===== config.mk =====
export PLATFORM = sky130hd
export DESIGN_NAME = multi_channel_process
export DESIGN_NICKNAME = d
export VERILOG_FILES = /design/src/rtl/multi_channel_process.sv
export SDC_FILE = /design/constraint.sdc
export NUM_CORES = 1
export LEC_CHECK = 0
export CAP_MARGIN = 0
export CORE_MARGIN = 2
export CORE_UTILIZATION = 39
export DETAILED_ROUTE_END_ITERATION = 12
export SLEW_MARGIN = 20
export SYNTH_ARGS = -nofsm -noshare
export SYNTH_HDL_FRONTEND = slang
export SYNTH_SLANG_ARGS = --single-unit

===== constraint.sdc =====
create_clock -name clock -period 12.84 [get_ports clock]
set_input_delay 3.21 -clock clock [delete_from_list [all_inputs] [get_ports clock]]
set_output_delay 3.21 -clock clock [all_outputs]
set_load 0.01 [all_outputs]

===== src/rtl/multi_channel_process.sv =====
// Multi-channel audio frame processor: per-channel gain/mute/saturation plus per-band mixing.
// A frame is snapshotted on ready, then one channel is processed per cycle before outputs update.
module multi_channel_process #(
  parameter int unsigned NCH   = 2,
  parameter int unsigned WIDTH = 18,
  parameter int unsigned BANDS = 7,
  parameter int unsigned BW    = 8
) (
  input  logic                    clock,
  input  logic                    reset,
  input  logic                    ready,
  input  logic [NCH*WIDTH-1:0]    audio_in,
  input  logic [NCH*BANDS*BW-1:0] band_in,
  input  logic [NCH*8-1:0]        gain,
  input  logic [NCH-1:0]          mute,
  input  logic [1:0]              mix_mode,
  output logic [NCH*WIDTH-1:0]    audio_out,
  output logic [BANDS*BW-1:0]     band_out,
  output logic                    out_valid,
  output logic                    busy,
  output logic                    overrun
);

  localparam int unsigned Lg2Nch = $clog2(NCH);
  localparam int unsigned CntW   = (NCH > 1) ? Lg2Nch : 1;
  localparam int unsigned AccW   = BW + Lg2Nch;
  localparam int unsigned ProdW  = WIDTH + 9;
  localparam logic [CntW-1:0]  LastCh = CntW'(NCH - 1);
  localparam logic [WIDTH-1:0] MaxS   = {1'b0, {(WIDTH-1){1'b1}}};
  localparam logic [WIDTH-1:0] MinS   = {1'b1, {(WIDTH-1){1'b0}}};
  localparam logic [1:0] ModeAvg    = 2'b00;
  localparam logic [1:0] ModeMax    = 2'b01;
  localparam logic [1:0] ModeBypass = 2'b11;

  typedef enum logic [1:0] {StIdle, StProc, StFinal} state_e;

  state_e                                 state_q, state_d;
  logic [CntW-1:0]                        cnt_q, cnt_d;
  logic [NCH-1:0][WIDTH-1:0]              audio_s_q, audio_s_d;
  logic [NCH-1:0][BANDS-1:0][BW-1:0]      band_s_q, band_s_d;
  logic [NCH-1:0][7:0]                    gain_s_q, gain_s_d;
  logic [NCH-1:0]                         mute_s_q, mute_s_d;
  logic [1:0]                             mode_s_q, mode_s_d;
  logic [BANDS-1:0][AccW-1:0]             acc_q, acc_d;
  logic [NCH-1:0][WIDTH-1:0]              res_q, res_d;
  logic [NCH-1:0][WIDTH-1:0]              audio_out_q, audio_out_d;
  logic [BANDS-1:0][BW-1:0]               band_out_q, band_out_d;
  logic                                   out_valid_q, out_valid_d;
  logic                                   busy_q, busy_d;
  logic                                   overrun_q, overrun_d;

  logic signed [WIDTH-1:0] x;
  logic signed [ProdW-1:0] prod, shifted;
  logic [WIDTH-1:0]        y;
  logic [BW-1:0]           bv;
  logic [AccW-1:0]         contrib, avg;

  // Sample path for the channel currently selected by the counter.
  always_comb begin
    x       = $signed(audio_s_q[cnt_q]);
    prod    = $signed({{9{x[WIDTH-1]}}, x}) * $signed({{(WIDTH+1){1'b0}}, gain_s_q[cnt_q]});
    shifted = prod >>> 4;
    if (mode_s_q == ModeBypass) begin
      y = x;
    end else if (mute_s_q[cnt_q]) begin
      y = '0;
    end else if (shifted[ProdW-1:WIDTH-1] != {(ProdW-WIDTH+1){shifted[ProdW-1]}}) begin
      y = shifted[ProdW-1] ? MinS : MaxS;
    end else begin
      y = shifted[WIDTH-1:0];
    end
  end

  always_comb begin
    state_d     = state_q;
    cnt_d       = cnt_q;
    audio_s_d   = audio_s_q;
    band_s_d    = band_s_q;
    gain_s_d    = gain_s_q;
    mute_s_d    = mute_s_q;
    mode_s_d    = mode_s_q;
    acc_d       = acc_q;
    res_d       = res_q;
    audio_out_d = audio_out_q;
    band_out_d  = band_out_q;
    out_valid_d = 1'b0;
    overrun_d   = overrun_q;
    bv          = '0;
    contrib     = '0;
    avg         = '0;

    unique case (state_q)
      StIdle: begin
        if (ready) begin
          audio_s_d = audio_in;
          band_s_d  = band_in;
          gain_s_d  = gain;
          mute_s_d  = mute;
          mode_s_d  = mix_mode;
          acc_d     = '0;
          cnt_d     = '0;
          state_d   = StProc;
        end
      end
      StProc: begin
        res_d[cnt_q] = y;
        for (int b = 0; b < BANDS; b++) begin
          bv      = band_s_q[cnt_q][b];
          contrib = mute_s_q[cnt_q] ? '0 : AccW'(bv);
          case (mode_s_q)
            ModeAvg: acc_d[b] = acc_q[b] + contrib;
            ModeMax: if (contrib > acc_q[b]) acc_d[b] = contrib;
            // Channel-0-only and bypass modes take channel 0 bands regardless of mute.
            default: if (cnt_q == '0) acc_d[b] = AccW'(bv);
          endcase
        end
        if (cnt_q == LastCh) begin
          state_d = StFinal;
        end else begin
          cnt_d = cnt_q + CntW'(1);
        end
      end
      StFinal: begin
        audio_out_d = res_q;
        for (int b = 0; b < BANDS; b++) begin
          avg           = acc_q[b] >> Lg2Nch;
          band_out_d[b] = (mode_s_q == ModeAvg) ? avg[BW-1:0] : acc_q[b][BW-1:0];
        end
        out_valid_d = 1'b1;
        state_d     = StIdle;
      end
      default: state_d = StIdle;
    endcase

    if (ready && (state_q != StIdle)) overrun_d = 1'b1;
    busy_d = (state_d != StIdle);
  end

  always_ff @(posedge clock) begin
    if (reset) begin
      state_q     <= StIdle;
      cnt_q       <= '0;
      audio_s_q   <= '0;
      band_s_q    <= '0;
      gain_s_q    <= '0;
      mute_s_q    <= '0;
      mode_s_q    <= '0;
      acc_q       <= '0;
      res_q       <= '0;
      audio_out_q <= '0;
      band_out_q  <= '0;
      out_valid_q <= 1'b0;
      busy_q      <= 1'b0;
      overrun_q   <= 1'b0;
    end else begin
      state_q     <= state_d;
      cnt_q       <= cnt_d;
      audio_s_q   <= audio_s_d;
      band_s_q    <= band_s_d;
      gain_s_q    <= gain_s_d;
      mute_s_q    <= mute_s_d;
      mode_s_q    <= mode_s_d;
      acc_q       <= acc_d;
      res_q       <= res_d;
      audio_out_q <= audio_out_d;
      band_out_q  <= band_out_d;
      out_valid_q <= out_valid_d;
      busy_q      <= busy_d;
      overrun_q   <= overrun_d;
    end
  end

  assign audio_out = audio_out_q;
  assign band_out  = band_out_q;
  assign out_valid = out_valid_q;
  assign busy      = busy_q;
  assign overrun   = overrun_q;

endmodule


## Word level (Yosys, flattened, before mapping)

Cells that the tools add are included.

- Add/sub/neg operators: 8
- Multipliers: 1
- Magnitude comparators: 9
- Eq/ne operators: 14
- Muxes and demuxes: 59
- Reductions and logical operators: 16

Operators with widths:

| operator | number |
|---|---|
| $mux 8 | 16 |
| $mux 18 | 7 |
| $mux 9 | 14 |
| $pmux 63 s2 | 1 |
| $pmux 9 s2 | 7 |
| $mux 56 | 2 |
| $add 9x8->9 | 7 |
| $gt 8x9->1 | 7 |
| $mux 63 | 1 |
| $bwmux 36 | 1 |
| $reduce_and 4->1 | 7 |
| $mul 18x9->27 | 1 |
| $ne 3x3->1 const B | 7 |
| $demux 18 s1 | 1 |
| $reduce_bool 2->1 | 3 |
| $mux 1 | 5 |
| $ne 5x5->1 | 1 |
| $eq 2x1->1 const B | 2 |
| $eq 2x2->1 const B | 2 |
| $logic_not 2->1 | 2 |
| $mux 2 | 2 |
| $ne 4x3->1 const B | 1 |
| $pmux 2 s2 | 1 |
| $reduce_and 2->1 | 2 |
| other kinds (6) | 7 |

- Register bits after elaboration: 365
- Input port bits: 171
- Output and inout port bits: 95
- Word-level logic and storage cells: 150

## Longest topological paths before layout

- Depth after elaboration: 8
- Mapped depth: 26
- Depth with buffers taken out: 21

## Worst setup path before layout

Ideal clock, no wire load.

- Kind: register to register
- Start point: register cnt_q
- End point: register res_q[16] (netlist bit)
- Library setup time: 0.125 ns
- Data arrival time: 7.051 ns
- Data required time: 12.715 ns
- Slack: 5.664 ns
- Cell stages (with the launch flop): 23
- Path buffers: 5
- Period minus slack after synthesis: 7.176 ns
- Cell sequence: dfxtp_1 > clkbuf_1 > clkbuf_1 > buf_1 > buf_1 > mux2i_1 > nor2_1 > fa_1 > fa_1 > fa_1 > inv_1 > fa_1 > inv_1 > ha_1 > a21o_1 > o221ai_4 > a21oi_1 > or3_1 > a2111o_1 > o211a_2 > buf_2 > a211oi_1 > a21oi_1

- Cells in the longest elaborated chain, start to end: 8
- Elaborated cells on any way between the ends: 18
- Classes of those cells: mul: 1; order compare: 2; eq/ne: 1; mux: 13; reduce/logical: 1

RTL lines:

| what | RTL line | source |
|---|---|---|
| start: declaration | 38 | `logic [CntW-1:0] cnt_q, cnt_d;` |
| start signal: assignment | 157 | `cnt_q <= cnt_d;` |
| $mux 18 (not written as such) or $mux 8 (tied branches) (2 in a row) | 60, 61 |  |
| $mul 18x9->27 | 61 | `prod = $signed({{9{x[WIDTH-1]}}, x}) * $signed({{(WIDTH+1){1'b0}}, gain_s_q[cnt_q]});` |
| $ne 5x5->1 or $mux 18 (tied branches) | 67, 68 |  |
| $mux 18 | 67 | `end else if (shifted[ProdW-1:WIDTH-1] != {(ProdW-WIDTH+1){shifted[ProdW-1]}}) begin` |
| $mux 18 | 65 | `end else if (mute_s_q[cnt_q]) begin` |
| $mux 18 | 63 | `if (mode_s_q == ModeBypass) begin` |
| $bwmux 36 (*) | 106 | `res_d[cnt_q] = y;` |
| end signal: assignment | 164 | `res_q <= res_d;` |
| end: declaration | 45 | `logic [NCH-1:0][WIDTH-1:0] res_q, res_d;` |

Every way passes the cells marked *; elsewhere a longest branch is shown, timed or not. The select of a mux whose other input is x is not followed.
A chain may end at the register's enable or synchronous reset.

## Worst setup path after layout

- Start point: register cnt_q
- End point: register res_q[25] (netlist bit)

The elaborated chain is that of the path after synthesis.

==> summary.md <==
| Metric | Value |
|---|---|
| Status | `complete, no violations` |
| Critical-path top delay cell | `mux2i_2` |
| Yosys reg bits | `365` |
| Vias in the first global route | `21600` |
| Crit path max fanout | `40` |
| First-pass DRT Iterations | `6` |
| Combinational group share of total power | `0.228` |
| IO Pins | `266` |
| Port Buffers | `265` |
| Pin count of the biggest net entering global routing | `209` |
| Worst rel slew slack | `0.299` |
| Critical Path Max Stage Delay | `0.78 ns` |
| Leakage | `0.0115 uW` |
| Die Area | `64400 um2` |
| Syn avg cell area | `7.92 um2` |
| Die Y-Extent | `254 um` |
| Clock tree buffer depth | `3` |
| Mapped Cells | `3072` |
| Int Power | `2200 uW` |
| Post-CTS setup buffers | `0` |
| Tcrit/Tclk final | `0.615` |
| First-pass GRT wire length | `122000 um` |
| Ys Warns | `0` |
| Syn nets | `3549` |
| Most frequent cells in the layout | `nand2_1 (664), dfxtp_1 (364), a21oi_1 (313)` |
| Pre-CTS setup slack | `4.60 ns` |
| Final WL | `77500 um` |
| Fin crit period | `7.89 ns` |
| Pwr Total | `3220 uW` |
| Fin nets | `3705` |
| Fmax | `0.127 GHz` |
| CP startpoint kind | `register` |
| Hold Vio Cnt, Final | `0` |
| WP data required | `13.34 ns` |
| Top_reg_cell synth | `dfxtp_1` |
| Post-DRT Antenna Nets | `0` |
| Chip Width | `254 um` |
| CTS Hold Bufs | `0` |
| Final core occ | `0.471` |
| Num CTS Buffers | `43` |
| DR vias | `21800` |
| Seq/Total Area, Yosys | `0.300` |
| Mapped Area | `24300 um2` |
| Initial antenna violation count | `2` |
| RSZ-0062 raised after global routing | `no` |
| Crit path buffers/inverters | `3` |
| Clock Skew | `0.0379 ns` |
| Final hold slack | `0.451 ns` |
| Worst Tran Pin Value | `1.05 ns` |
| CTS tree | `built` |
| Commonest non-fill, non-tap cell in the layout | `nand2_1` |
| Most used cell, CP | `fa_1` |
| FP Rows | `91` |
| Endpoints failing setup | `0` |
| Layout cells sized above 1 | `0.0485` |
| CP Cell Sequence | `buf_4, mux2i_2, nor2_1, fa_1, fa_1, fa_1, inv_1, fa_1, inv_1, ha_1, nand3_1, nor4_1, a22oi_1, a221oi_1, nor2_1, xnor2_1, nor3b_4, o211ai_1, a31oi_1` |
| Reg power frac | `0.385` |
| CP delay by family, top | `adder cells` |
| Post-synth ARST share | `0` |
| Setup TNS | `0 ns` |
| Tightest Hold Check Type | `reg -> reg` |
| WS Path Type | `reg -> reg` |
| Vias/cell | `5.33` |
| CTS resizes | `0` |
| Sw Share | `0.318` |
| Starting Density | `0.394` |
| NetSw | `1030 uW` |
| Max-cap violations | `0` |
| Layout area overhead | `19.5%` |
| Clk root buf | `clkbuf_16` |
| Crit path DAT | `8.39 ns` |
| EDFF count, synth | `0` |
| GR Overflow Total | `0` |
| Sink Count | `365` |
| Placer Congestion | `0.873` |
| VDD IR max | `88.3 uV` |
| Clock transition at path regs | `0.06 ns` |
| H-tree depth reported by CTS | `2` |
| Worst setup margin | `4.95 ns` |
| Drc violations | `0` |
| Starting DRT DRC Count | `1525` |
| CP endpoint kind | `register` |
| Clock latency on the worst-skew pair | `0.59 ns` |
| Clock Power Share | `0.387` |
| Placeable core region | `61700 um2` |
| Dpl hpwl | `57100 um` |
| PwrDens | `111 nW/um2` |
| Slew Limit Fails | `0` |
| Average routed wire per standard cell | `18.9 um` |
| Tot GR Track Use | `0.240` |
| Cell variety after synth | `63` |
-- cell usage after synthesis (3+ instances only) --
master    number  area (um2)
fa_1         121        2420
nand2_1      664        2490
or2_2          6        37.5
a22oi_1       10        75.1
o41ai_1       14         123
a311oi_1      60         526
mux2_2        27         304
nor2_1       258         968
a211oi_2       4        50.1
nor4_1         6        37.5
a221o_1        5        50.1
o21bai_1      20         150
xor2_1        15         131
o221ai_1       5        43.8
ha_1         185        2310
o211ai_1      36         270
a31oi_1       29         181
nand4_1       15        93.8
xnor2_1       38         333
a211oi_1      10        75.1
a21oi_1      314        1570
nor3_1        23         115
nor2b_1        9        56.3
clkbuf_1     164         616
nand3_1       10        50.1
o21a_1        33         248
o311a_1       10         100
dfxtp_1      365        7310
and2_1         7        43.8
mux2i_1      107        1070
o31a_1         7        61.3
buf_1         13        48.8
or3_1         13        81.3
inv_1        284        1070
buf_2          4        20.0
nor4b_1        3        26.3
a21o_1         9        67.6
o22ai_1       36         225
nand2b_1      19         119
o21ai_0       68         340
o31ai_1       12        90.1
o21ai_1       10        50.1
-- per-layer routing --
| layer | routed length [um] | GRT usage | part of all wire | vias up |
|---|---|---|---|---|
| met5 | 0 | 0 | 0 | - |
| met1 | 35900 | 0.327 | 0.46 | 10600 |
| li1 | - | - | - | 10600 |
| met3 | 3630 | 0.0270 | 0.047 | 93 |
| met2 | 36300 | 0.400 | 0.47 | 556 |
| met4 | 1660 | 0.0652 | 0.021 | 0 |
-- kinds of logic after synthesis --
kind of cell               count (synthesis)  synth area share
xor gates and xnor gates                  53            0.0191
buffers and inverters                    466            0.0724
adders and majority gates                306             0.195
DFF                                      365             0.300
muxes                                    134            0.0565
and+or+nand+nor                         1039             0.172
AOI/OAI and AO/OA                        709             0.185
-- tightest hold or removal path, cell delays in order (launching register included) --
cell     delay (ns)
dfxtp_1        0.31
nand2_1        0.05
a21oi_1        0.05
-- power by group through the flow --
| stage | clock network, uW | registers (uW) | logic [uW] |
|---|---|---|---|
| after floorplan | 0 | 1250 | 496 |
| after detailed placement | 0 | 1260 | 728 |
| after global placement | 0 | 1260 | 718 |
| final | 1250 | 1240 | 735 |
| after global routing | 1320 | 1250 | 813 |
| after CTS | 1280 | 1240 | 732 |
-- path summary, 6_finish.rpt --
check / start / to / slack [ns] / cells past startpoint
worst max-delay path: cnt_q / res_q[25] / 4.95 / 19
worst min register to register: res_q[17] / audio_out[17] / 0.45 / 2
worst max register to register: cnt_q / res_q[25] / 4.95 / 19
worst min-delay path: res_q[17] / audio_out[17] / 0.45 / 2
-- area by class of cell --
type | instances | area (um2)
sequential | 365 | 7310
antenna | 3 | 7.51
inverter | 284 | 1070
tap | 837 | 1050
timing repair buffer | 293 | 2890
multi-input combinational | 2241 | 15300
clock buffer | 53 | 1160
clock inverter | 24 | 259
fill | 6105 | 32600
-- state kept, by name, indices dropped and copies added (netlist names) --
| signal | cells |
|---|---|
| overrun | 1 |
| mode_s_q | 2 |
| acc_q | 63 |
| band_s_q | 112 |
| busy | 1 |
| mute_s_q | 2 |
| res_q | 36 |
| audio_s_q | 36 |
| state_q | 2 |
| band_out | 56 |
| cnt_q | 1 |
| out_valid | 1 |
| audio_out | 36 |
| gain_s_q | 16 |
-- metrics by stage --
stage | cells | area [um2]
3_5_place_dp | 4019 | 27600
3_3_place_gp | 4019 | 27600
5_1_grt | 4099 | 29100
4_1_cts | 4096 | 29000
2_1_floorplan | 3072 | 24300
6_report | 4100 | 29100
Power figures use the tool's default switching activity.
